<file path="config.mk">
export PLATFORM = sky130hd
export DESIGN_NAME = mem_port_arbiter_flat
export DESIGN_NICKNAME = d
export VERILOG_FILES = /design/src/rtl/mem_port_arbiter_pkg.sv /design/src/rtl/mem_port_arbiter_if.sv /design/src/rtl/mem_arb_pick.sv /design/src/rtl/mem_port_arbiter.sv /design/src/flat_wrapper.sv
export SDC_FILE = /design/constraint.sdc
export NUM_CORES = 1
export LEC_CHECK = 0
export ABC_CLOCK_PERIOD_IN_PS = 7200
export BUFFER_PORTS_ARGS = -buffer_cell sky130_fd_sc_hd__buf_4
export CORE_MARGIN = 3
export CORE_UTILIZATION = 52
export DETAILED_ROUTE_END_ITERATION = 16
export GPL_ROUTABILITY_DRIVEN = 0
export PLACE_DENSITY = 0.86
export SLEW_MARGIN = 40
export SYNTH_ARGS = -nofsm -noshare
export SYNTH_HDL_FRONTEND = slang
export SYNTH_SLANG_ARGS = --single-unit
</file>
<file path="constraint.sdc">
create_clock -name clk -period 7.2 [get_ports clk]
set_input_delay 0.36 -clock clk [delete_from_list [all_inputs] [get_ports clk]]
set_output_delay 0.36 -clock clk [all_outputs]
set_load 0.05 [all_outputs]
</file>
<file path="src/rtl/mem_port_arbiter_pkg.sv">
// Shared types and constants for the unified-memory port arbiter.
// Optional alignment checking is enabled by defining MEM_PORT_ARBITER_ALIGN_CHK_EN.
package mem_port_arbiter_pkg;

   localparam int unsigned ADDR_W = 32;
   localparam int unsigned DATA_W = 32;
   localparam int unsigned CNT_W  = 4;

   typedef enum logic [1:0] {
      ST_IDLE   = 2'd0,
      ST_ACCESS = 2'd1,
      ST_RESP   = 2'd2
   } state_t;

   localparam logic GNT_IF = 1'b0;
   localparam logic GNT_DM = 1'b1;

   // Request payload of whichever requester wins the grant
   typedef struct packed {
      logic              we;
      logic [ADDR_W-1:0] addr;
      logic [DATA_W-1:0] wdata;
   } req_t;

   function automatic logic is_aligned(input logic [ADDR_W-1:0] addr);
      return addr[1:0] == 2'b00;
   endfunction

endpackage

</file>
<file path="src/rtl/mem_port_arbiter_if.sv">
// Requester and Memory-side signal bundle of mem_port_arbiter.
// align_err exists only when MEM_PORT_ARBITER_ALIGN_CHK_EN is defined.
interface mem_port_arbiter_if;
   import mem_port_arbiter_pkg::*;

   logic              if_req;
   logic [ADDR_W-1:0] if_addr;
   logic              if_ack;
   logic [DATA_W-1:0] if_rdata;
   logic              dm_req;
   logic              dm_we;
   logic [ADDR_W-1:0] dm_addr;
   logic [DATA_W-1:0] dm_wdata;
   logic              dm_ack;
   logic [DATA_W-1:0] dm_rdata;
   logic              mem_rd;
   logic              mem_wr;
   logic [ADDR_W-1:0] mem_addr;
   logic [DATA_W-1:0] mem_wdata;
   logic [DATA_W-1:0] mem_rdata;
   logic              busy;
`ifdef MEM_PORT_ARBITER_ALIGN_CHK_EN
   logic              align_err;

   modport slave (
      input  if_req, if_addr, dm_req, dm_we, dm_addr, dm_wdata, mem_rdata,
      output if_ack, if_rdata, dm_ack, dm_rdata, mem_rd, mem_wr, mem_addr, mem_wdata, busy,
             align_err
   );
   modport master (
      output if_req, if_addr, dm_req, dm_we, dm_addr, dm_wdata, mem_rdata,
      input  if_ack, if_rdata, dm_ack, dm_rdata, mem_rd, mem_wr, mem_addr, mem_wdata, busy,
             align_err
   );
`else
   modport slave (
      input  if_req, if_addr, dm_req, dm_we, dm_addr, dm_wdata, mem_rdata,
      output if_ack, if_rdata, dm_ack, dm_rdata, mem_rd, mem_wr, mem_addr, mem_wdata, busy
   );
   modport master (
      output if_req, if_addr, dm_req, dm_we, dm_addr, dm_wdata, mem_rdata,
      input  if_ack, if_rdata, dm_ack, dm_rdata, mem_rd, mem_wr, mem_addr, mem_wdata, busy
   );
`endif

endinterface

</file>
<file path="src/rtl/mem_arb_pick.sv">
// Combinational two-way round-robin pick between fetch and data requests.
module mem_arb_pick
   import mem_port_arbiter_pkg::*;
(
   input  logic if_req,
   input  logic dm_req,
   input  logic last_gnt,
   output logic gnt_valid_c,
   output logic gnt_id_c
);

   // On contention the requester not served last wins
   always_comb begin
      gnt_valid_c = if_req | dm_req;
      if (if_req && dm_req) gnt_id_c = ~last_gnt;
      else if (dm_req)      gnt_id_c = GNT_DM;
      else                  gnt_id_c = GNT_IF;
   end

endmodule

</file>
<file path="src/rtl/mem_port_arbiter.sv">
// Shares the single unified Memory between instruction fetch and data access.
// Define MEM_PORT_ARBITER_ALIGN_CHK_EN to reject misaligned grants with align_err.
module mem_port_arbiter
   import mem_port_arbiter_pkg::*;
#(
   parameter int unsigned ACCESS_CYCLES = 2
)
(
   input logic               clk,
   input logic               rst,
   mem_port_arbiter_if.slave bus
);

   state_t            state_q, state_d;
   logic [CNT_W-1:0]  cnt_q, cnt_d;
   logic              gnt_q, gnt_d;
   logic              last_gnt_q, last_gnt_d;
   logic              mem_rd_q, mem_rd_d;
   logic              mem_wr_q, mem_wr_d;
   logic [ADDR_W-1:0] mem_addr_q, mem_addr_d;
   logic [DATA_W-1:0] mem_wdata_q, mem_wdata_d;
   logic [DATA_W-1:0] if_rdata_q, if_rdata_d;
   logic [DATA_W-1:0] dm_rdata_q, dm_rdata_d;
   logic              if_ack_q, if_ack_d;
   logic              dm_ack_q, dm_ack_d;
   logic              busy_q, busy_d;
`ifdef MEM_PORT_ARBITER_ALIGN_CHK_EN
   logic              align_err_q, align_err_d;
`endif

   logic pick_valid_c;
   logic pick_id_c;
   req_t sel;
   logic misaligned;

   mem_arb_pick u_pick (
      .if_req      (bus.if_req),
      .dm_req      (bus.dm_req),
      .last_gnt    (last_gnt_q),
      .gnt_valid_c (pick_valid_c),
      .gnt_id_c    (pick_id_c)
   );

   // Next-state and next-output logic
   always_comb begin
      state_d     = state_q;
      cnt_d       = cnt_q;
      gnt_d       = gnt_q;
      last_gnt_d  = last_gnt_q;
      mem_rd_d    = mem_rd_q;
      mem_wr_d    = mem_wr_q;
      mem_addr_d  = mem_addr_q;
      mem_wdata_d = mem_wdata_q;
      if_rdata_d  = if_rdata_q;
      dm_rdata_d  = dm_rdata_q;
      if_ack_d    = 1'b0;
      dm_ack_d    = 1'b0;
`ifdef MEM_PORT_ARBITER_ALIGN_CHK_EN
      align_err_d = 1'b0;
`endif

      sel.we    = 1'b0;
      sel.addr  = bus.if_addr;
      sel.wdata = '0;
      if (pick_id_c == GNT_DM) begin
         sel.we    = bus.dm_we;
         sel.addr  = bus.dm_addr;
         sel.wdata = bus.dm_wdata;
      end

`ifdef MEM_PORT_ARBITER_ALIGN_CHK_EN
      misaligned = !is_aligned(sel.addr);
`else
      misaligned = 1'b0;
`endif

      case (state_q)
         ST_IDLE: begin
            if (pick_valid_c) begin
               gnt_d      = pick_id_c;
               mem_addr_d = sel.addr;
               if (sel.we) mem_wdata_d = sel.wdata;
               if (misaligned) begin
                  state_d = ST_RESP;
               end else begin
                  mem_rd_d = !sel.we;
                  mem_wr_d = sel.we;
                  cnt_d    = CNT_W'(ACCESS_CYCLES - 1);
                  state_d  = ST_ACCESS;
               end
            end
         end
         ST_ACCESS: begin
            if (cnt_q == '0) begin
               if (mem_rd_q) begin
                  if (gnt_q == GNT_DM) dm_rdata_d = bus.mem_rdata;
                  else                 if_rdata_d = bus.mem_rdata;
               end
               mem_rd_d = 1'b0;
               mem_wr_d = 1'b0;
               if (gnt_q == GNT_DM) dm_ack_d = 1'b1;
               else                 if_ack_d = 1'b1;
               state_d = ST_RESP;
            end else begin
               cnt_d = cnt_q - CNT_W'(1);
            end
         end
         ST_RESP: begin
            // A rejected grant arrives here without its ack yet; raise it on this pass
            if (if_ack_q || dm_ack_q) begin
               last_gnt_d = gnt_q;
               state_d    = ST_IDLE;
            end else begin
               if (gnt_q == GNT_DM) dm_ack_d = 1'b1;
               else                 if_ack_d = 1'b1;
`ifdef MEM_PORT_ARBITER_ALIGN_CHK_EN
               align_err_d = 1'b1;
`endif
            end
         end
         default: state_d = ST_IDLE;
      endcase

      busy_d = (state_d != ST_IDLE);
   end

   always_ff @(posedge clk or posedge rst) begin
      if (rst) begin
         state_q     <= ST_IDLE;
         cnt_q       <= '0;
         gnt_q       <= GNT_IF;
         last_gnt_q  <= GNT_IF;
         mem_rd_q    <= 1'b0;
         mem_wr_q    <= 1'b0;
         mem_addr_q  <= '0;
         mem_wdata_q <= '0;
         if_rdata_q  <= '0;
         dm_rdata_q  <= '0;
         if_ack_q    <= 1'b0;
         dm_ack_q    <= 1'b0;
         busy_q      <= 1'b0;
`ifdef MEM_PORT_ARBITER_ALIGN_CHK_EN
         align_err_q <= 1'b0;
`endif
      end else begin
         state_q     <= state_d;
         cnt_q       <= cnt_d;
         gnt_q       <= gnt_d;
         last_gnt_q  <= last_gnt_d;
         mem_rd_q    <= mem_rd_d;
         mem_wr_q    <= mem_wr_d;
         mem_addr_q  <= mem_addr_d;
         mem_wdata_q <= mem_wdata_d;
         if_rdata_q  <= if_rdata_d;
         dm_rdata_q  <= dm_rdata_d;
         if_ack_q    <= if_ack_d;
         dm_ack_q    <= dm_ack_d;
         busy_q      <= busy_d;
`ifdef MEM_PORT_ARBITER_ALIGN_CHK_EN
         align_err_q <= align_err_d;
`endif
      end
   end

   assign bus.if_ack    = if_ack_q;
   assign bus.if_rdata  = if_rdata_q;
   assign bus.dm_ack    = dm_ack_q;
   assign bus.dm_rdata  = dm_rdata_q;
   assign bus.mem_rd    = mem_rd_q;
   assign bus.mem_wr    = mem_wr_q;
   assign bus.mem_addr  = mem_addr_q;
   assign bus.mem_wdata = mem_wdata_q;
   assign bus.busy      = busy_q;
`ifdef MEM_PORT_ARBITER_ALIGN_CHK_EN
   assign bus.align_err = align_err_q;
`endif

endmodule
</file>
<file path="src/flat_wrapper.sv">
// flat-port wrapper written by rule: the top's interface ports become plain ports
module mem_port_arbiter_flat import mem_port_arbiter_pkg::*;
#(
   parameter int unsigned ACCESS_CYCLES = 2
)
  (clk, rst, bus_if_req, bus_if_addr, bus_dm_req, bus_dm_we, bus_dm_addr, bus_dm_wdata, bus_mem_rdata, bus_if_ack, bus_if_rdata, bus_dm_ack, bus_dm_rdata, bus_mem_rd, bus_mem_wr, bus_mem_addr, bus_mem_wdata, bus_busy);
  mem_port_arbiter_if bus_i ();
  input logic clk;
  input logic rst;
  input wire logic [$bits(bus_i.if_req)-1:0] bus_if_req;
  input wire logic [$bits(bus_i.if_addr)-1:0] bus_if_addr;
  input wire logic [$bits(bus_i.dm_req)-1:0] bus_dm_req;
  input wire logic [$bits(bus_i.dm_we)-1:0] bus_dm_we;
  input wire logic [$bits(bus_i.dm_addr)-1:0] bus_dm_addr;
  input wire logic [$bits(bus_i.dm_wdata)-1:0] bus_dm_wdata;
  input wire logic [$bits(bus_i.mem_rdata)-1:0] bus_mem_rdata;
  output wire logic [$bits(bus_i.if_ack)-1:0] bus_if_ack;
  output wire logic [$bits(bus_i.if_rdata)-1:0] bus_if_rdata;
  output wire logic [$bits(bus_i.dm_ack)-1:0] bus_dm_ack;
  output wire logic [$bits(bus_i.dm_rdata)-1:0] bus_dm_rdata;
  output wire logic [$bits(bus_i.mem_rd)-1:0] bus_mem_rd;
  output wire logic [$bits(bus_i.mem_wr)-1:0] bus_mem_wr;
  output wire logic [$bits(bus_i.mem_addr)-1:0] bus_mem_addr;
  output wire logic [$bits(bus_i.mem_wdata)-1:0] bus_mem_wdata;
  output wire logic [$bits(bus_i.busy)-1:0] bus_busy;
  assign bus_i.if_req = bus_if_req;
  assign bus_i.if_addr = bus_if_addr;
  assign bus_i.dm_req = bus_dm_req;
  assign bus_i.dm_we = bus_dm_we;
  assign bus_i.dm_addr = bus_dm_addr;
  assign bus_i.dm_wdata = bus_dm_wdata;
  assign bus_i.mem_rdata = bus_mem_rdata;
  assign bus_if_ack = bus_i.if_ack;
  assign bus_if_rdata = bus_i.if_rdata;
  assign bus_dm_ack = bus_i.dm_ack;
  assign bus_dm_rdata = bus_i.dm_rdata;
  assign bus_mem_rd = bus_i.mem_rd;
  assign bus_mem_wr = bus_i.mem_wr;
  assign bus_mem_addr = bus_i.mem_addr;
  assign bus_mem_wdata = bus_i.mem_wdata;
  assign bus_busy = bus_i.busy;
  mem_port_arbiter #(.ACCESS_CYCLES(ACCESS_CYCLES)) u_core (.clk(clk), .rst(rst), .bus(bus_i));
endmodule
</file>
# ---- Word level (Yosys, flattened, before mapping)
# Cells that the tools add are included.
dict set report classes {
  n_mux 23
  reduce_logical 14
  bitwise 3
  n_eq_ne 5
  n_addsub 1
}
# cell n
set ops {}
lappend ops {{$mux 65} 1}
lappend ops {{$mux 1} 11}
lappend ops {{$reduce_and 3->1} 3}
lappend ops {{$mux 4} 2}
lappend ops {{$pmux 1 s2} 4}
lappend ops {{$pmux 4 s2} 1}
lappend ops {{$reduce_and 4->1} 2}
lappend ops {{$mux 2} 3}
lappend ops {{$pmux 2 s3} 1}
lappend ops {{$logic_not 4->1} 1}
lappend ops {{$ne 2x1->1 const B} 2}
lappend ops {{$reduce_and 2->1} 2}
lappend ops {{$reduce_bool 2->1} 2}
lappend ops {{$sub 4x1->4 const B} 1}
lappend ops {{$eq 2x1->1 const B} 1}
lappend ops {{$eq 2x2->1 const B} 1}
lappend ops {{$logic_not 2->1} 1}
lappend ops {{$ne 2x2->1 const B} 1}
lappend ops {{$not 1->1} 2}
lappend ops {{$logic_and 1x1->1} 1}
lappend ops {{$logic_not 1->1} 1}
lappend ops {{$logic_or 1x1->1} 1}
lappend ops {{$or 1x1->1} 1}
dict set report word_totals {
  ff_bits 141
  in_bits 133
  output_inout_bits 133
}

# ---- Longest topological paths before layout
dict set report logic_depth {
  word_depth 6
  depth_mapped 7
}

# ---- Hierarchy
# From an unflattened synthesis, not the netlist that was laid out.
dict set report hier_totals {
  cells_unflattened 419
  hier_area_um2 6045.8
}
# mod n_inst cells_each area_each_um2 seq_area_each_um2
set by_module_without_submodules {}
lappend by_module_without_submodules {mem_port_arbiter 1 417 6032.0 3528.4}
lappend by_module_without_submodules {mem_arb_pick 1 2 13.8 0.0}

# ---- Worst setup path after synthesis
# No wires, ideal clock.
dict set report synth_path {
  path_type {register to register}
  start {register u_core.cnt_q[0]}
  end {register u_core.mem_rd_q (netlist: u_core.bus.mem_rd)}
  arrival_time_ns 1.658
  n_path_buf 0
  path_stages_with_launch 6
  setup_ns 0.125
  required_time_ns 7.075
  path_slack_ns 5.418
  cell_sequence {dfrtp_1 > inv_1 > ha_1 > or3b_4 > a211oi_2 > mux2_2}
}
dict set report synth_between {
  elab_chain_cells 3
}
# element line
set synth_rtl {}
lappend synth_rtl {{start: declaration} mem_port_arbiter.sv:15} ;# logic [CNT_W-1:0] cnt_q, cnt_d;
lappend synth_rtl {{start signal: assignment} mem_port_arbiter.sv:147} ;# cnt_q <= cnt_d;
lappend synth_rtl {{$logic_not 4->1} mem_port_arbiter.sv:94} ;# if (cnt_q == '0) begin
lappend synth_rtl {{$ne 2x1->1 (no line)} n/a}
lappend synth_rtl {{$reduce_and 3->1 (no line)} n/a}
lappend synth_rtl {{end signal: assignment} mem_port_arbiter.sv:150} ;# mem_rd_q <= mem_rd_d;
lappend synth_rtl {{end: declaration} mem_port_arbiter.sv:18} ;# logic mem_rd_q, mem_rd_d;
# Every way passes these cells.
# A chain may end at the register's enable or synchronous reset.

# ---- Final worst setup path
dict set report layout_path {
  start {register u_core.state_q[1]}
  end {register u_core.if_rdata_q[4] (netlist: u_core.bus.if_rdata[4])}
}
dict set report layout_between {
  elab_chain_cells 2
}
# element line
set layout_rtl {}
lappend layout_rtl {{start: declaration} mem_port_arbiter.sv:14} ;# state_t state_q, state_d;
lappend layout_rtl {{start signal: assignment} mem_port_arbiter.sv:146} ;# state_q <= state_d;
lappend layout_rtl {{$eq 2x1->1} mem_port_arbiter.sv:77} ;# case (state_q)
lappend layout_rtl {{$reduce_and 4->1 (no line)} n/a}
lappend layout_rtl {{end signal: assignment} mem_port_arbiter.sv:154} ;# if_rdata_q <= if_rdata_d;
lappend layout_rtl {{end: declaration} mem_port_arbiter.sv:22} ;# logic [DATA_W-1:0] if_rdata_q, if_rdata_d;
# Every way passes these cells.

==> results.sh <==
export IMPL_synth_largest_area_cell="sky130_fd_sc_hd__dfrtp_1"
export IMPL_syn_area_per_cell_um2=14.9
export IMPL_antenna_cells=0
export IMPL_number_of_levels_the_h_tree_was_split_into=4
export IMPL_via_count_of_the_first_global_routing_pass=4591
export IMPL_post_drt_via_cell_ratio=5.09
export IMPL_post_route_cells_drive_above_1_share_pct=58.1
export IMPL_clk_transition_reported_paths_ns=0.05
export IMPL_max_cap_violations=0
export IMPL_report_final_hold_viol_count=0
export IMPL_cts_root_buffer="sky130_fd_sc_hd__clkbuf_16"
export IMPL_syn_instance_count=415
export IMPL_timing_final_crit_share_pct=34.6
export IMPL_cts_made_buffers=17
export IMPL_drt_wl_total_um=15200
export IMPL_pin_count_of_the_biggest_net_entering_global_routing=95
export IMPL_post_drt_wl_per_cell_um=18.2
export IMPL_fp_dieArea_um2=13200
export IMPL_post_cts_resized=0
export IMPL_r2r_setup_slack_ns=4.71
export IMPL_layout_min_cycle_time_ns=2.49
export IMPL_max_freq_mhz=401
export IMPL_worstSetupEndpointType="register"
export IMPL_detail_route_drc_violations=0
export IMPL_worst_skew_pair_late_latency_ns=0.40
export IMPL_drt_first_pass_iters=4
export IMPL_port_buffers=265
export IMPL_critical_path_startpoint_type="register"
export IMPL_synth_cell_area_um2=6190
export IMPL_wire_length_of_the_first_global_routing_pass_um=23900
export IMPL_holdBufCountCts=0
export IMPL_area_growth_synth_to_final_pct=41.4
export IMPL_yosys_cell_types_count=37
export IMPL_io_pin_count=266
export IMPL_part_of_the_yosys_area_used_for_sequential_elements_pct=57.0
export IMPL_hold_class="input pin to async pin"
export IMPL_count_of_pins_over_their_slew_limit=0
export IMPL_tritoncts_clock_tree="yes"
export IMPL_tns_ns=0
export IMPL_gr_total_overflow=0
export IMPL_netlist_area_leader_share_pct=57.0
export IMPL_synth_fp_nets=554
export IMPL_row_count=39
export IMPL_timing_setup_critical_path_class="register to register"
export IMPL_async_flop_share_pct=100
export IMPL_dr_total_vias=4250
export IMPL_arrival_ns=2.78
export IMPL_globalRouteTotalUtil_pct=23.3
export IMPL_timing_slew_headroom_pct=53.1
export IMPL_final_net_count=819
export IMPL_coreArea_um2=11500
export IMPL_clockBufferDepth=2
export IMPL_status="finished, final reports clean"
export IMPL_drtAntennaViolNets=0
export IMPL_antenna_found_initial=0
export IMPL_setup_violators_final=0
export IMPL_timing_critical_path_required_ns=7.48
export IMPL_floorplan_die_width_um=115
export IMPL_synth_top_cells_by_area="sky130_fd_sc_hd__dfrtp_1 (57%), sky130_fd_sc_hd__mux2_4 (22%), sky130_fd_sc_hd__mux2i_1 (5.5%), sky130_fd_sc_hd__o21ai_0 (3.2%), sky130_fd_sc_hd__nand2_1 (2.1%)"
export IMPL_synth_enable_flop_cells=0
export IMPL_critical_path_max_fanout=32
export IMPL_die_y_um=115
export IMPL_initial_core_util_pct=53.7
export IMPL_dp_hpwl_um=11200
export IMPL_yosysWarningCount=0
export IMPL_post_cts_setup_buffers=0
export IMPL_cts_sink_count=141
export IMPL_skew_ns=0.00527
export IMPL_detailedRoute_firstIterationViolations=262
export IMPL_synth_top_flop_cell="sky130_fd_sc_hd__dfrtp_1"
export IMPL_synth_seq_cells=141
export IMPL_tightestPinTransition_ns=0.703
export IMPL_rsz0062_at_grt="false"
[per-stage QoR]
| step | area (µm²) | setup slack [ns] | util [%] | instances | hold WS [ns] |
|---|---|---|---|---|---|
| detailed placement | 8220 | 4.73 | 71.4 | 804 | 0.471 |
| floorplan | 6190 | 3.06 | - | 415 | 0.472 |
| global route | 8750 | 4.59 | 76.0 | 835 | 0.0995 |
| global placement | 8220 | 4.84 | 71.4 | 804 | 0.464 |
| CTS | 8750 | 4.72 | 76.0 | 835 | 0.156 |
| finish | 8750 | 4.71 | 76.0 | 835 | 0.0644 |
[Yosys cell counts (2+ instances only)]
cell	count
sky130_fd_sc_hd__buf_8	3
sky130_fd_sc_hd__nand2_1	35
sky130_fd_sc_hd__ha_1	6
sky130_fd_sc_hd__o21bai_1	2
sky130_fd_sc_hd__clkbuf_1	4
sky130_fd_sc_hd__mux2_2	7
sky130_fd_sc_hd__mux2i_1	34
sky130_fd_sc_hd__dfrtp_1	141
sky130_fd_sc_hd__nor3_1	2
sky130_fd_sc_hd__buf_2	7
sky130_fd_sc_hd__buf_6	8
sky130_fd_sc_hd__inv_1	8
sky130_fd_sc_hd__o21ai_0	40
sky130_fd_sc_hd__nor2_1	5
sky130_fd_sc_hd__nand3_4	2
sky130_fd_sc_hd__mux2_4	90
[sequential cells by signal (all words and copies together) (netlist names)]
register and flops:
u_core.bus.busy 1, u_core.bus.dm_ack 1, u_core.bus.dm_rdata 32, u_core.bus.if_ack 1
u_core.bus.if_rdata 32, u_core.bus.mem_addr 32, u_core.bus.mem_rd 1, u_core.bus.mem_wdata 32
u_core.bus.mem_wr 1, u_core.cnt_q 4, u_core.gnt_q 1, u_core.last_gnt_q 1
u_core.state_q 2
[area by class of cell]
cell class | count | area (µm²)
Clock buffer | 25 | 495
Clock inverter | 6 | 36.3
Fill cell | 755 | 2760
Inverter | 8 | 37.5
Multi-Input combinational cell | 244 | 2460
Sequential cell | 141 | 3530
Tap cell | 143 | 179
Timing Repair Buffer | 268 | 2010
[metal layers]
metal	part of all wire, %	global-route usage, %
met4	2.4	9.00
met5	0	0
met3	6.6	6.68
met1	37	27.2
met2	54	40.6
[path summary, 6_finish.rpt]
path                                                      from                              endpoint  depth (start not counted)
max                                u_core.state_q[1]$_DFF_PP0_    u_core.bus.if_rdata[4]$_DFFE_PP0P_                          5
min                                                        rst  u_core.bus.mem_wdata[22]$_DFFE_PP0P_                          2
max reg2reg                        u_core.state_q[1]$_DFF_PP0_    u_core.bus.if_rdata[4]$_DFFE_PP0P_                          5
min reg2reg                u_core.bus.mem_addr[24]$_DFFE_PP0P_   u_core.bus.mem_addr[24]$_DFFE_PP0P_                          2
max in group asynchronous                                  rst  u_core.bus.mem_wdata[16]$_DFFE_PP0P_                          3
min in group clk                               bus_dm_wdata[9]   u_core.bus.mem_wdata[9]$_DFFE_PP0P_                          2
[critical path: stages, from the launching register on]
cell and delay (ns):
sky130_fd_sc_hd__dfrtp_1 0.41, sky130_fd_sc_hd__inv_1 0.10, sky130_fd_sc_hd__ha_1 0.42, sky130_fd_sc_hd__and4bb_4 0.37, sky130_fd_sc_hd__nand3_4 0.51, sky130_fd_sc_hd__mux2_4 0.51
[layout by cell type (no fill, tap or decap), types with 2 or more instances in the layout]
master / Yosys / layout
sky130_fd_sc_hd__nor3_1: 2 / 2
sky130_fd_sc_hd__o21bai_1: 2 / 2
sky130_fd_sc_hd__ha_1: 6 / 6
sky130_fd_sc_hd__dfrtp_1: 141 / 141
sky130_fd_sc_hd__mux2_4: 90 / 90
sky130_fd_sc_hd__clkbuf_8: 0 / 4
sky130_fd_sc_hd__clkbuf_16: 0 / 17
sky130_fd_sc_hd__buf_4: 0 / 268
sky130_fd_sc_hd__inv_1: 8 / 7
sky130_fd_sc_hd__o21ai_0: 40 / 39
sky130_fd_sc_hd__nor2_1: 5 / 5
sky130_fd_sc_hd__nand3_4: 2 / 2
sky130_fd_sc_hd__clkbuf_1: 4 / 4
sky130_fd_sc_hd__clkinv_2: 0 / 4
sky130_fd_sc_hd__nand2_1: 35 / 35
sky130_fd_sc_hd__mux2i_1: 34 / 34
sky130_fd_sc_hd__mux2_2: 7 / 7
[logic make-up after synthesis]
kind of cell             count (synthesis)  synth area share (%)
adder cells (fa/ha/maj)                  6                  1.21
AO/OA/AOI/OAI                           52                  4.95
multiplexers                           131                  28.6
buffers and inverters                   30                  3.48
AND/OR/NAND/NOR                         55                  4.75
flip-flops                             141                  57.0
Power is not shown: default switching activity piles up to over one toggle a cycle in this logic, so the estimate is an artifact.
